File: config.mk
export PLATFORM = sky130hd
export DESIGN_NAME = fifo_uart_tx_flat
export DESIGN_NICKNAME = d
export VERILOG_FILES = /design/src/rtl/fifo_uart_tx_if.sv /design/src/rtl/fifo_uart_tx.sv /design/src/flat_wrapper.sv
export SDC_FILE = /design/constraint.sdc
export NUM_CORES = 1
export LEC_CHECK = 0
export CAP_MARGIN = 15
export CORE_ASPECT_RATIO = 1.25
export CORE_MARGIN = 4
export CORE_UTILIZATION = 53
export DETAILED_ROUTE_END_ITERATION = 6
export PLACE_DENSITY = 0.79
export SLEW_MARGIN = 20
export SYNTH_ARGS = -nofsm -noshare
export SYNTH_HDL_FRONTEND = slang
export SYNTH_SLANG_ARGS = --single-unit
File: constraint.sdc
create_clock -name clk -period 1.9 [get_ports clk]
set_input_delay 0.38 -clock clk [delete_from_list [all_inputs] [get_ports clk]]
set_output_delay 0.38 -clock clk [all_outputs]
set_load 0.005 [all_outputs]
File: src/rtl/fifo_uart_tx_if.sv
// FIFO read-side bundle: pop strobe from the transmitter, non-empty flag and read data from the FIFO.
// The transmitter uses the master modport and the FIFO side uses the slave modport.
interface fifo_uart_tx_if #(
    parameter int DataDepth = 32
);
    logic                 r_en;
    logic                 r_ready;
    logic [DataDepth-1:0] dataR;

    modport master (output r_en, input r_ready, input dataR);
    modport slave  (input r_en, output r_ready, output dataR);
endinterface

File: src/rtl/fifo_uart_tx.sv
// Pops FIFO words and sends them as 8N1 frames, LSB byte first; start bit 2+ReadLatency cycles after the IDLE decision.
// Pops only from IDLE while tx_en is high and the FIFO is non-empty; all buffering stays in the FIFO.
module fifo_uart_tx #(
    parameter int DataDepth   = 32,
    parameter int ClkPerBit   = 16,
    parameter int ReadLatency = 1,
    localparam int NBytes     = DataDepth / 8,
    localparam int IdxW       = (NBytes > 1) ? $clog2(NBytes) : 1
) (
    input  logic            clk,
    input  logic            rst,
    input  logic            tx_en,
    fifo_uart_tx_if.master  rd,
    output logic            tx,
    output logic            busy,
    output logic [IdxW-1:0] byte_idx
);
    localparam int              BaudW    = $clog2(ClkPerBit);
    localparam logic [BaudW-1:0] BaudLast = BaudW'(ClkPerBit - 1);
    localparam logic [IdxW-1:0]  ByteLast = IdxW'(NBytes - 1);

    typedef enum logic [2:0] {
        S_IDLE, S_POP, S_WAIT, S_START, S_DATA, S_STOP
    } state_t;

    state_t               state_q;
    logic [DataDepth-1:0] shreg_q;
    logic [BaudW-1:0]     baud_q;
    logic [2:0]           bit_q;
    logic [IdxW-1:0]      byte_q;
    logic                 tx_q;
    logic                 r_en_q;
    logic                 bit_end;

    assign bit_end = (baud_q == BaudLast);

    always_ff @(posedge clk or negedge rst) begin
        if (!rst) begin
            state_q <= S_IDLE;
            shreg_q <= '0;
            baud_q  <= '0;
            bit_q   <= '0;
            byte_q  <= '0;
            tx_q    <= 1'b1;
            r_en_q  <= 1'b0;
        end else begin
            r_en_q <= 1'b0;
            case (state_q)
                S_IDLE: begin
                    if (tx_en && rd.r_ready) begin
                        state_q <= S_POP;
                        r_en_q  <= 1'b1;
                    end
                end
                S_POP: begin
                    // Zero-latency FIFOs present the popped word during the pop cycle itself.
                    if (ReadLatency == 0) begin
                        shreg_q <= rd.dataR;
                        state_q <= S_START;
                        tx_q    <= 1'b0;
                        baud_q  <= '0;
                        bit_q   <= '0;
                    end else begin
                        state_q <= S_WAIT;
                    end
                end
                S_WAIT: begin
                    shreg_q <= rd.dataR;
                    state_q <= S_START;
                    tx_q    <= 1'b0;
                    baud_q  <= '0;
                    bit_q   <= '0;
                end
                S_START: begin
                    if (bit_end) begin
                        baud_q  <= '0;
                        state_q <= S_DATA;
                        tx_q    <= shreg_q[0];
                    end else begin
                        baud_q <= baud_q + 1'b1;
                    end
                end
                S_DATA: begin
                    if (bit_end) begin
                        baud_q  <= '0;
                        shreg_q <= shreg_q >> 1;
                        if (bit_q == 3'd7) begin
                            state_q <= S_STOP;
                            tx_q    <= 1'b1;
                        end else begin
                            bit_q <= bit_q + 3'd1;
                            tx_q  <= shreg_q[1];
                        end
                    end else begin
                        baud_q <= baud_q + 1'b1;
                    end
                end
                S_STOP: begin
                    if (bit_end) begin
                        baud_q <= '0;
                        // The shift register already holds the next byte in its low bits.
                        if (byte_q < ByteLast) begin
                            byte_q  <= byte_q + 1'b1;
                            state_q <= S_START;
                            tx_q    <= 1'b0;
                            bit_q   <= '0;
                        end else begin
                            byte_q  <= '0;
                            state_q <= S_IDLE;
                        end
                    end else begin
                        baud_q <= baud_q + 1'b1;
                    end
                end
                default: state_q <= S_IDLE;
            endcase
        end
    end

    assign tx       = tx_q;
    assign rd.r_en  = r_en_q;
    assign busy     = (state_q != S_IDLE);
    assign byte_idx = byte_q;
endmodule
File: src/flat_wrapper.sv
// flat-port wrapper written by rule: the top's interface ports become plain ports
module fifo_uart_tx_flat 
#(
    parameter int DataDepth   = 32,
    parameter int ClkPerBit   = 16,
    parameter int ReadLatency = 1,
    localparam int NBytes     = DataDepth / 8,
    localparam int IdxW       = (NBytes > 1) ? $clog2(NBytes) : 1
)
  (clk, rst, tx_en, tx, busy, byte_idx, rd_r_en, rd_r_ready, rd_dataR);
  fifo_uart_tx_if #(.DataDepth(DataDepth)) rd_i ();
  input  logic clk;
  input  logic rst;
  input  logic tx_en;
  output logic tx;
  output logic busy;
  output logic [IdxW-1:0] byte_idx;
  output wire logic [$bits(rd_i.r_en)-1:0] rd_r_en;
  input wire logic [$bits(rd_i.r_ready)-1:0] rd_r_ready;
  input wire logic [$bits(rd_i.dataR)-1:0] rd_dataR;
  assign rd_r_en = rd_i.r_en;
  assign rd_i.r_ready = rd_r_ready;
  assign rd_i.dataR = rd_dataR;
  fifo_uart_tx #(.DataDepth(DataDepth), .ClkPerBit(ClkPerBit), .ReadLatency(ReadLatency)) u_core (.clk(clk), .rst(rst), .tx_en(tx_en), .rd(rd_i), .tx(tx), .busy(busy), .byte_idx(byte_idx));
endmodule
==> results of run 1 <==
-- cells by family (layout without fill, tap and decap cells) --
group,Yosys count,in the layout,synth area share
flops,46,46,0.4617
simple gates,43,43,0.08923
compound gates,29,29,0.08221
mux,67,67,0.3013
fa+ha+maj,4,4,0.02005
buf+inv,16,66,0.04561
-- per-layer routing --
layer,up-vias,share of wire,wire length (µm)
met5,-,0,0
met1,872,0.42,2029
met2,35,0.53,2589
met4,0,0.011,54
met3,5,0.038,183
li1,842,-,-
-- Yosys cell counts (2+ instances only) --
library cell and number:
o21ai_2 2, mux2_2 13, buf_6 6, o32ai_1 2
clkbuf_1 2, o21ai_0 4, buf_2 4, nor2b_1 3
nor2_1 11, a22oi_1 3, nand2b_2 2, a211oi_1 5
inv_1 3, mux2_1 52, nand2_1 13, ha_1 4
nand2b_1 4, dfrtp_1 45, mux2i_1 2, a21oi_1 5
nand3_1 3
-- area by class of cell --
cell class | instances | area (µm²)
clock buffers | 5 | 68.82
clock inverters | 3 | 23.77
fillers | 335 | 1356
inverters | 3 | 11.26
multi-input cells | 143 | 1232
flip-flops and latches | 46 | 1154
well taps | 58 | 72.57
repair buffers | 55 | 574.3
-- worst register-to-register path, stage by stage (launching register included) --
cell and delay [ns]:
dfrtp_1 0.39, buf_4 0.15, nand2b_2 0.21, nor2_4 0.15, buf_12 0.18, mux2_1 0.35
mux2_1 0.30
-- timing repair --
action	CTS	global route
endpoints found under the hold margin	0	0
setup buffers	3	0
hold buffers	0	0
resized for setup	2	1
gates cloned	0	1
endpoints found under the setup margin	1	7
-- path summary, 6_finish.rpt --
kind                                          from  cells past startpoint  slack, ns                  to
min in group clk                u_core.shreg_q[15]                      1       0.50  u_core.shreg_q[15]
worst min register to register  u_core.shreg_q[15]                      1       0.50  u_core.shreg_q[15]
worst min-delay path                           rst                      1       0.04  u_core.shreg_q[10]
worst max register to register   u_core.state_q[0]                      6       0.06  u_core.shreg_q[27]
worst max-delay path             u_core.state_q[0]                      6       0.06  u_core.shreg_q[27]
max in group asynchronous                      rst                      2       1.29           u_core.tx
-- through the flow --
stage / total power [W] / worst slack [ns]
2_1_floorplan: 0.002471 / 0.2514
3_3_place_gp: 0.002790 / 0.1701
3_5_place_dp: 0.002859 / 0.1286
4_1_cts: 0.003489 / 0.05628
5_1_grt: 0.003746 / 0.002723
6_report: 0.003482 / 0.06387
-- sequential cells by signal (all words and copies together), names as in the netlist --
name / count
u_core.shreg_q: 32
u_core.baud_q: 4
u_core.bit_q: 3
u_core.state_q: 3
u_core.byte_idx: 2
u_core.rd.r_en: 1
u_core.tx: 1
-- power by group --
part	switching, W	internal [W]	total, W
Combinational	0.000525	0.000676	0.00120
Sequential	0.000261	0.00141	0.00167
Clock	0.000348	0.000263	0.000611
Total	0.00113	0.00235	0.00348
==> results.sh, run 1 <==
export IMPL_fin_tns_setup_ns=0
export IMPL_avgSynthCellArea_um2=12.18
export IMPL_irDropWorstVdd_uv=706.2
export IMPL_place_congestion=0.8923
export IMPL_crit_top_cell="mux2_1"
export IMPL_synth_nets=245
export IMPL_antenna_found_initial=0
export IMPL_dp_cells=301
export IMPL_grt_ovfl_total=0
export IMPL_yosysUniqueCellTypes=38
export IMPL_cts_sinks=46
export IMPL_ys_ff_latch=46
export IMPL_via_per_inst=5.604
export IMPL_fin_skew_ns=0.01077
export IMPL_synth_top_flop_cell="dfrtp_1"
export IMPL_grt_pass1_wl_mm=8.142
export IMPL_nets=294
export IMPL_finalSetupViolCount=0
export IMPL_async_reset_ff_frac=1.000
export IMPL_core_area_mm2=0.004493
export IMPL_final_common_cell="mux2_1"
export IMPL_syn_to_final_growth_pct=25.66
export IMPL_design_area_mm2=0.003137
export IMPL_cp_data_arrival_time_ns=2.03
export IMPL_synth_top_cell_area_share=0.4511
export IMPL_yosysSeqAreaShare=0.4617
export IMPL_drive_above_1_share=0.1804
export IMPL_fin_util=0.6981
export IMPL_fin_cells=313
export IMPL_hold_slack_ns=0.03543
export IMPL_grtUsageMet1=0.1968
export IMPL_drt_wl_total_mm=4.856
export IMPL_num_io_pins=41
export IMPL_synth_top_area_cell="dfrtp_1"
export IMPL_antenna_left=0
export IMPL_max_freq_ghz=0.5446
export IMPL_drc_errors=0
export IMPL_cts_made_buffers=5
export IMPL_root_buffer="clkbuf_8"
export IMPL_clk_pin_slew_ns=0.09
export IMPL_crit_fanout=17
export IMPL_io_buffers=40
export IMPL_cts_htree_levels=2
export IMPL_path_delay_family="multiplexers"
export IMPL_wl_per_cell_um=15.51
export IMPL_critical_path_max_stage_delay_ns=0.39
export IMPL_outcome="complete, no violations"
export IMPL_clock_latency_ns=0.30
export IMPL_path_class="reg2reg"
export IMPL_worst_endpoint_required_ns=2.09
export IMPL_synth_edff_count=0
export IMPL_start_kind="flop"
export IMPL_final_cell_mix="52 x mux2_1, 44 x dfrtp_1, 38 x clkdlybuf4s50_1"
export IMPL_rsz0062_at_grt="no"
export IMPL_slowest_stage="dfrtp_1"
export IMPL_met2_usage=0.3003
export IMPL_drt_first_pass_iters=4
export IMPL_num_antenna_cells=0
export IMPL_hpwl_mm=3.444
export IMPL_fin_crit_ns=1.836
export IMPL_globalRouteTotalUtil=0.1682
export IMPL_netlist_instances=205
export IMPL_dieArea_mm2=0.005879
export IMPL_slew_headroom=0.6637
export IMPL_cp_num_buf_inv=2
export IMPL_finalCritPeriodShare=0.9664
export IMPL_drt_initial_drc_count=115
export IMPL_grt_busiest_layer="met2"
export IMPL_cts_tree="yes"
export IMPL_met3_usage=0.03593
export IMPL_die_h_um=84.73
export IMPL_grt_max_degree=35
export IMPL_cp_cell_sequence="buf_4, nand2b_2, nor2_4, buf_12, mux2_1, mux2_1"
export IMPL_hold_class="in2async"
export IMPL_drv_slew=0
export IMPL_synth_area_leaders="dfrtp_1 45%, mux2_1 23%, mux2_2 5.9%"
export IMPL_endpoint_kind="flop"
export IMPL_die_w_um=69.38
export IMPL_initial_core_util=0.5556
export IMPL_synthesis_area_mm2=0.002496
export IMPL_first_global_vias=1845
export IMPL_p_leak_nw=1.304
export IMPL_ys_warn_count=0
export IMPL_hold_viol=0
export IMPL_maxCapViolCount=0
export IMPL_vias=1754
export IMPL_placementRows=27
export IMPL_clk_path_buf_depth=2
export IMPL_worst_slew_pin_slew_ns=0.5044
export IMPL_postPlaceCellArea_mm2=0.002994
export IMPL_powerDensity_mw_per_mm2=1110
Power figures use the tool's default switching activity.
==> inputs of run 2 (changes only) <==
--- a/config.mk
+++ b/config.mk
@@ -11,4 +11,5 @@
 export CORE_UTILIZATION = 53
 export DETAILED_ROUTE_END_ITERATION = 6
+export GPL_ROUTABILITY_DRIVEN = 0
 export PLACE_DENSITY = 0.79
 export SLEW_MARGIN = 20
==> constraint.sdc (replaced) <==
create_clock -name clk -period 1.9 [get_ports clk]
set_input_delay 0.38 -clock clk [delete_from_list [all_inputs] [get_ports clk]]
set_output_delay 0.38 -clock clk [all_outputs]
set_load 0.02 [all_outputs]
==> results.sh, run 2 (synthesis results as in run 1) <==
export IMPL_max_freq_ghz=0.5508
export IMPL_path_delay_family="buffers and inverters"
export IMPL_initial_core_util=0.5556
export IMPL_final_cell_mix="52 x mux2_1, 45 x dfrtp_1, 38 x clkdlybuf4s50_1"
export IMPL_critical_path_max_stage_delay_ns=0.61
export IMPL_rsz0062_at_grt="no"
export IMPL_powerDensity_mw_per_mm2=1120
export IMPL_slowest_stage="clkdlybuf4s50_1"
export IMPL_root_buffer="clkbuf_8"
export IMPL_antenna_found_initial=0
export IMPL_wl_per_cell_um=14.85
export IMPL_fin_util=0.6809
export IMPL_finalSetupViolCount=0
export IMPL_irDropWorstVdd_uv=688.2
export IMPL_hold_viol=0
export IMPL_clock_latency_ns=0.29
export IMPL_cp_cell_sequence="clkdlybuf4s50_1"
export IMPL_p_leak_nw=1.280
export IMPL_grt_pass1_wl_mm=8.038
export IMPL_place_ws_ns=0.1495
export IMPL_reg2reg_depth=6
export IMPL_drt_first_pass_iters=4
export IMPL_num_antenna_cells=0
export IMPL_rrSetupSlack_ns=0.14
export IMPL_top_register="u_core.shreg_q"
export IMPL_drt_initial_drc_count=89
export IMPL_die_h_um=84.73
export IMPL_die_w_um=69.38
export IMPL_setup_ws_ns=0.08452
export IMPL_fin_skew_ns=0.003564
export IMPL_outcome="complete, no violations"
export IMPL_syn_to_final_growth_pct=22.56
export IMPL_dieArea_mm2=0.005879
export IMPL_num_io_pins=41
export IMPL_fin_total_pwr_w=0.003425
export IMPL_final_common_cell="mux2_1"
export IMPL_grt_ovfl_total=0
export IMPL_worst_slew_pin_slew_ns=0.5890
export IMPL_path_class="reg2out"
export IMPL_fin_crit_ns=1.815
export IMPL_antenna_left=0
export IMPL_reg_top3="u_core.shreg_q x32, u_core.baud_q x4"
export IMPL_placementRows=27
export IMPL_via_per_inst=5.537
export IMPL_cts_htree_levels=2
export IMPL_cp_num_buf_inv=1
export IMPL_cts_made_buffers=5
export IMPL_endpoint_kind="output port"
export IMPL_fin_tns_setup_ns=0
export IMPL_drt_wl_total_mm=4.590
export IMPL_hpwl_mm=3.359
export IMPL_clk_path_buf_depth=2
export IMPL_worst_endpoint_required_ns=1.52
export IMPL_nets=290
export IMPL_start_kind="flop"
export IMPL_finalCritPeriodShare=0.9555
export IMPL_vias=1711
export IMPL_largest_register_ffs=32
export IMPL_regToRegEndpoint="u_core.shreg_q[21]"
export IMPL_first_global_vias=1843
export IMPL_clk_pin_slew_ns=0.08
export IMPL_globalRouteTotalUtil=0.1719
export IMPL_maxCapViolCount=0
export IMPL_crit_fanout=2
export IMPL_drive_above_1_share=0.1554
export IMPL_core_area_mm2=0.004493
export IMPL_io_buffers=40
export IMPL_hold_class="in2async"
export IMPL_drv_slew=0
export IMPL_grt_max_degree=47
export IMPL_r2r_start="u_core.baud_q[0]"
export IMPL_drc_errors=0
export IMPL_cp_data_arrival_time_ns=1.44
export IMPL_cts_tree="yes"
export IMPL_cts_sinks=46
export IMPL_slew_headroom=0.6073
-- run 2: power breakdown --
group,leakage [nW],total [W],internal [W],switching (W)
sequential,0.551,0.00167,0.00141,0.000257
clock,0.0482,0.000601,0.000294,0.000308
combinational,0.681,0.00116,0.000638,0.000521
-- run 2: through the flow --
stage / area, µm² / std cells / hold WS [ns]
6_report: 3059 / 309 / 0.1613
5_1_grt: 3059 / 309 / 0.2158
4_1_cts: 3059 / 309 / 0.1816
3_5_place_dp: 2969 / 301 / 0.4758
3_3_place_gp: 2969 / 301 / 0.4679
2_1_floorplan: 2496 / 205 / 0.08441
-- run 2: final cells by class --
class | instances | area [µm²]
clock buffer | 7 | 86.33
clock inverter | 1 | 5.005
fill | 357 | 1434
inverter | 3 | 11.26
multi-input combinational | 143 | 1230
sequential | 46 | 1152
tap | 58 | 72.57
timing repair buffer | 51 | 501.7
-- run 2: timing repair --
item / 4_1_cts / 5_1_grt
setup buffers: 0 / 0
hold buffers: 0 / 0
gates resized for setup: 1 / 0
setup endpoints to repair: 1 / 0
-- run 2: per-layer routing --
metal	wire length, µm	share of wire	track usage
met1	1870	0.41	0.1857
met2	2430	0.53	0.3038
met3	184	0.040	0.05030
met4	104	0.023	0.08526
met5	0	0	0
-- run 2: worst max path at each step --
stage	start	to	slack (ns)	depth (start not counted)
2_1_floorplan	u_core.baud_q[0]	u_core.bit_q[0]	0.25	5
3_3_place_gp	u_core.state_q[0]	busy	0.20	2
3_5_place_dp	u_core.baud_q[0]	u_core.shreg_q[23]	0.15	6
4_1_cts	u_core.tx	tx	0.07	1
5_1_grt	u_core.baud_q[0]	u_core.shreg_q[17]	0.03	6
6_report	u_core.tx	tx	0.08	1
